==> src/rtl/mem_arbiter.sv <==
// Two-requester arbiter for the single memory port: D-side priority with a starvation
// counter for the I-side, plus a per-tag owner table that routes load completions back.
module mem_arbiter #(
    parameter int XLEN         = 32,
    parameter int STARVE_LIMIT = 4,
    parameter int NUM_TAGS     = 15
) (
    input  logic            clock,
    input  logic            reset,
    input  logic [1:0]      proc2Imem_command,
    input  logic [XLEN-1:0] proc2Imem_addr,
    input  logic [1:0]      proc2Dmem_command,
    input  logic [XLEN-1:0] proc2Dmem_addr,
    input  logic [63:0]     proc2Dmem_data,
    input  logic [3:0]      mem2proc_response,
    input  logic [63:0]     mem2proc_data,
    input  logic [3:0]      mem2proc_tag,
    output logic [1:0]      proc2mem_command,
    output logic [XLEN-1:0] proc2mem_addr,
    output logic [63:0]     proc2mem_data,
    output logic [3:0]      Imem2proc_response,
    output logic [3:0]      Imem2proc_tag,
    output logic [63:0]     Imem2proc_data,
    output logic [3:0]      Dmem2proc_response,
    output logic [3:0]      Dmem2proc_tag,
    output logic [63:0]     Dmem2proc_data,
    output logic            grant_i
);

    localparam logic [1:0] CMD_NONE  = 2'd0;
    localparam logic [1:0] CMD_LOAD  = 2'd1;
    localparam logic [1:0] CMD_STORE = 2'd2;
    localparam logic [3:0] LIMIT     = 4'(STARVE_LIMIT);
    localparam logic [3:0] MAX_TAG   = 4'(NUM_TAGS);

    logic       valid_q [1:NUM_TAGS];
    logic       valid_d [1:NUM_TAGS];
    logic       owner_q [1:NUM_TAGS];   // 0 = I-side, 1 = D-side
    logic       owner_d [1:NUM_TAGS];
    logic [3:0] starve_q, starve_d;
    logic       i_prio_q, i_prio_d;

    logic i_req, d_req, grant_d, accepted, load_accept;
    logic hit_valid, hit_owner, cpl_valid;

    // Requests are masked during reset so nothing reaches memory or the requesters.
    always_comb begin
        i_req       = !reset && (proc2Imem_command == CMD_LOAD);
        d_req       = !reset && ((proc2Dmem_command == CMD_LOAD) || (proc2Dmem_command == CMD_STORE));
        grant_i     = i_req && (!d_req || i_prio_q);
        grant_d     = d_req && !grant_i;
        accepted    = (mem2proc_response != 4'd0) && (mem2proc_response <= MAX_TAG) && (grant_i || grant_d);
        load_accept = accepted && (proc2mem_command == CMD_LOAD);
    end

    always_comb begin
        proc2mem_command = CMD_NONE;
        proc2mem_addr    = '0;
        proc2mem_data    = '0;
        if (grant_i) begin
            proc2mem_command = CMD_LOAD;
            proc2mem_addr    = proc2Imem_addr;
        end else if (grant_d) begin
            proc2mem_command = proc2Dmem_command;
            proc2mem_addr    = proc2Dmem_addr;
            proc2mem_data    = proc2Dmem_data;
        end
        Imem2proc_response = grant_i ? mem2proc_response : 4'd0;
        Dmem2proc_response = grant_d ? mem2proc_response : 4'd0;
    end

    // Completion lookup always uses the pre-edge table contents.
    always_comb begin
        hit_valid = 1'b0;
        hit_owner = 1'b0;
        for (int i = 1; i <= NUM_TAGS; i++) begin
            if (mem2proc_tag == 4'(i)) begin
                hit_valid = valid_q[i];
                hit_owner = owner_q[i];
            end
        end
        cpl_valid = !reset && (mem2proc_tag != 4'd0) && hit_valid;
    end

    always_comb begin
        Imem2proc_tag  = 4'd0;
        Imem2proc_data = '0;
        Dmem2proc_tag  = 4'd0;
        Dmem2proc_data = '0;
        if (cpl_valid && !hit_owner) begin
            Imem2proc_tag  = mem2proc_tag;
            Imem2proc_data = mem2proc_data;
        end else if (cpl_valid && hit_owner) begin
            Dmem2proc_tag  = mem2proc_tag;
            Dmem2proc_data = mem2proc_data;
        end
    end

    genvar gi;
    generate
        for (gi = 1; gi <= NUM_TAGS; gi++) begin : g_entry
            // A new acceptance of this tag overrides a same-cycle completion clear.
            always_comb begin
                valid_d[gi] = valid_q[gi];
                owner_d[gi] = owner_q[gi];
                if (cpl_valid && (mem2proc_tag == 4'(gi))) begin
                    valid_d[gi] = 1'b0;
                end
                if (load_accept && (mem2proc_response == 4'(gi))) begin
                    valid_d[gi] = 1'b1;
                    owner_d[gi] = grant_d;
                end
            end

            always_ff @(posedge clock) begin
                if (reset) begin
                    valid_q[gi] <= 1'b0;
                    owner_q[gi] <= 1'b0;
                end else begin
                    valid_q[gi] <= valid_d[gi];
                    owner_q[gi] <= owner_d[gi];
                end
            end
        end
    endgenerate

    always_comb begin
        starve_d = starve_q;
        i_prio_d = i_prio_q;
        if (accepted && grant_i) begin
            starve_d = 4'd0;
            i_prio_d = 1'b0;
        end else if (accepted && grant_d && i_req) begin
            if (starve_q >= LIMIT - 4'd1) begin
                starve_d = LIMIT;
                i_prio_d = 1'b1;
            end else begin
                starve_d = starve_q + 4'd1;
            end
        end
    end

    always_ff @(posedge clock) begin
        if (reset) begin
            starve_q <= 4'd0;
            i_prio_q <= 1'b0;
        end else begin
            starve_q <= starve_d;
            i_prio_q <= i_prio_d;
        end
    end

endmodule

==> config.mk <==
export PLATFORM = sky130hd
export DESIGN_NAME = mem_arbiter
export DESIGN_NICKNAME = d
export VERILOG_FILES = /design/src/rtl/mem_arbiter.sv
export SDC_FILE = /design/constraint.sdc
export NUM_CORES = 1
export LEC_CHECK = 0
export CORE_AREA = 2 2 172 174
export DETAILED_ROUTE_END_ITERATION = 8
export DIE_AREA = 0 0 174 176
export REMOVE_ABC_BUFFERS = 1
export SYNTH_ARGS = -nofsm -noshare
export SYNTH_HDL_FRONTEND = slang
export SYNTH_SLANG_ARGS = --single-unit
==> constraint.sdc <==
create_clock -name clock -period 5.8 [get_ports clock]
set_clock_uncertainty 0.1 [all_clocks]
set_input_delay 0.87 -clock clock [delete_from_list [all_inputs] [get_ports clock]]
set_output_delay 0.87 -clock clock [all_outputs]
set_load 0.05 [all_outputs]
==> flow_metrics.tcl <==
set metrics [dict create \
    ios 449 \
    period_share 0.915 \
    setup-tns-final_ns 0 \
    die-area_um2 30600 \
    clk_pin_slew_ns 0.05 \
    r2r_end "valid_q[0][7]" \
    syn_inst 740 \
    slew_viol_final 0 \
    vdd_drop_max_mv 0.0911 \
    async_flop_share 0 \
    worstPathArrival_ns 4.34 \
    nets 1338 \
    antenna_cells 0 \
    core_area_um2 28500 \
    cp_num_cells 8 \
    cts_buffer_depth 2 \
    die_height_um 176 \
    cts_tree "yes" \
    startpoint "mem2proc_tag[0]" \
    cp_num_buf_inv 3 \
    cts_hold_buf 0 \
    synth_top_area_cell "dfxtp_1" \
    synth_cell_type_count 63 \
    drc 0 \
    drt-wirelength-per-cell_um 16.0 \
    crit_family "buffers and inverters" \
    synthTopCellsByArea "dfxtp_1, nand2_1, a211oi_1" \
    grtUsageTotal 0.148 \
    cp_common_cell "clkdlybuf4s50_1" \
    initial_core_util 0.167 \
    cts_buffers 5 \
    synth.top_cell.area_share 0.147 \
    outcome "completed" \
    rrSetupSlack_ns 3.41 \
    fin_ws_ns 0.494 \
    cp-start-kind "input pin" \
    wl_um 24300 \
    worst_pin_slew_ns 1.05 \
    root_buffer "clkbuf_16" \
    ant_nets 0 \
    final-setup-viol-count 0 \
    antenna_found_initial 2 \
    htree_levels 2 \
    drive_above_1_share 0.155 \
    gp_congestion 0.841 \
    io_buffers 448 \
    ys_ff_latch 35 \
    r2r_start "valid_q[0][13]" \
    criticalPathCategory "input pin to output port" \
    finalHoldViolations 0 \
    grt_max_degree 104 \
    max_freq_mhz 188 \
    synth_flop_cell "dfxtp_1" \
    crit_chain "clkdlybuf4s50_1, buf_4, and3b_1, nor4_1, o221ai_1, a21o_4, a211oi_1, clkdlybuf4s50_1" \
    dr.pass1.iters 4 \
    syn_avg_cell_area_um2 6.45 \
    dieWidth_um 174 \
    cts_resized 0 \
    relSlewSlack 0.297 \
    critPathRequiredTime_ns 4.83 \
    maxCapViolations 0 \
    crit_path_end_kind "output port" \
    critPathMaxStageDelay_ns 0.86 \
    clk_latency_ns 0.28 \
    crit_path_end "Dmem2proc_data[0]" \
    synth_edf_count 0 \
    post-place-ws_ns 0.536 \
    power_density_nw_per_um2 126 \
    drtIter0Drc 421 \
    cts_setup_buffers 0 \
    area_growth_pct 98.1 \
    grt_setup_unrepaired "no" \
    cts_sinks 35 \
    placementRows 62 \
    holdPathStages 2 \
    yosysSeqAreaShare 0.147 \
    dp_hpwl_um 19200 \
    via_count 6709 \
    grt_overflow 0 \
    hold_class "register to register" \
    finalCriticalPeriod_ns 5.31 \
    p_leak_nw 4.08 \
    netlist_area_um2 4770 \
    rr_worst_depth 5 \
    grt_pass1_vias 6343 \
    via_per_inst 4.43 \
    ys_warn_count 0 \
    slowest_stage "clkdlybuf4s50_1" \
    crit_fanout 79 \
    grt_pass1_wl_um 36800 \
]
==> where the power goes <==
group / total [mW] / internal [mW] / switching (mW)
sequential: 0.243 / 0.242 / 0.000997
combinational: 0.692 / 0.275 / 0.416
clock: 0.255 / 0.158 / 0.0966
==> cells in the mapped netlist (6+ instances only) <==
cell	count
o221a_2	6
a211oi_1	69
nand2b_1	9
nor2_1	26
and3_1	69
nor3_2	27
buf_6	12
dfxtp_1	35
clkbuf_1	49
buf_4	6
nand3_1	38
or3_1	7
nor4_1	9
inv_1	72
nor3_1	44
mux2i_1	18
a21oi_1	15
buf_2	15
nand2_1	141
==> registers in the layout, indices dropped and copies added (netlist names) <==
register and flops:
owner_q 15, valid_q 15, starve_q 4, i_prio_q 1
==> cell families after synthesis <==
kind of cell | count (synthesis) | synth area share
AO/OA/AOI/OAI | 127 | 0.210
buffers and inverters | 159 | 0.153
XOR/XNOR | 1 | 0.00184
multiplexers | 22 | 0.0488
adder cells (fa/ha/maj) | 1 | 0.00262
AND/OR/NAND/NOR | 395 | 0.437
flip-flops | 35 | 0.147
==> through the flow <==
step / total power, mW / instances / hold slack (ns) / area (µm²) / util
after global routing: 1.25 / 1516 / 0.400 / 9450 / 0.331
after CTS: 1.20 / 1516 / 0.365 / 9450 / 0.331
after global placement: 0.936 / 1508 / 0.361 / 9310 / 0.326
after floorplan: 0.606 / 655 / 0.336 / 4320 / -
final: 1.19 / 1516 / 0.366 / 9450 / 0.331
after detailed placement: 0.938 / 1508 / 0.357 / 9310 / 0.326
==> worst register-to-register path: cells and delay by family, from the launching register on <==
| family | cells | cell delay [ns] |
|---|---|---|
| muxes | 1 | 0.27 |
| DFF | 1 | 0.33 |
| AOI/OAI and AO/OA | 4 | 1.63 |
==> cell usage in the layout (no fill, tap or decap), types with 2 or more instances in the layout <==
cell,n
a211oi_1,69
a21oi_1,15
a32oi_1,2
and2_1,4
and3_1,69
and3b_1,3
buf_12,4
buf_4,113
clkbuf_16,5
clkdlybuf4s50_1,352
dfxtp_1,35
inv_1,72
mux2_2,2
mux2_4,2
mux2i_1,18
nand2_1,141
nand2b_1,9
nand3_1,37
nand3b_1,2
nand4_1,2
nand4b_1,2
nor2_1,25
nor2b_1,3
nor3_1,44
nor3_2,27
nor3b_1,4
nor4_1,9
o21a_1,2
o21ai_0,4
o221a_2,6
o22ai_1,2
o2bb2ai_1,2
o31ai_1,3
o41ai_1,3
or3_1,7
==> metal layers <==
layer | wire [µm] | track usage | vias up
met5 | 23 | 0 | -
li1 | - | - | 3370
met1 | 10700 | 0.191 | 3064
met3 | 1920 | 0.0454 | 24
met2 | 11400 | 0.247 | 247
met4 | 272 | 0.0196 | 4
==> area by class of cell <==
class	instances	area (µm²)
flip-flops and latches	35	701
inverters	74	278
repair buffers	469	4450
multi-input cells	546	3390
clock buffers	6	129
well taps	384	480
fillers	3077	19100
clock inverters	2	12.5
==> how the worst min path moves through the flow <==
stage,from,endpoint,slack [ns]
after floorplan,valid_q[0][10],valid_q[0][10],0.34
after global placement,starve_q[1],starve_q[1],0.36
after detailed placement,valid_q[0][10],valid_q[0][10],0.36
after CTS,valid_q[0][10],valid_q[0][10],0.36
after global routing,valid_q[0][10],valid_q[0][10],0.40
final,valid_q[0][10],valid_q[0][10],0.37
Power figures use the tool's default switching activity.
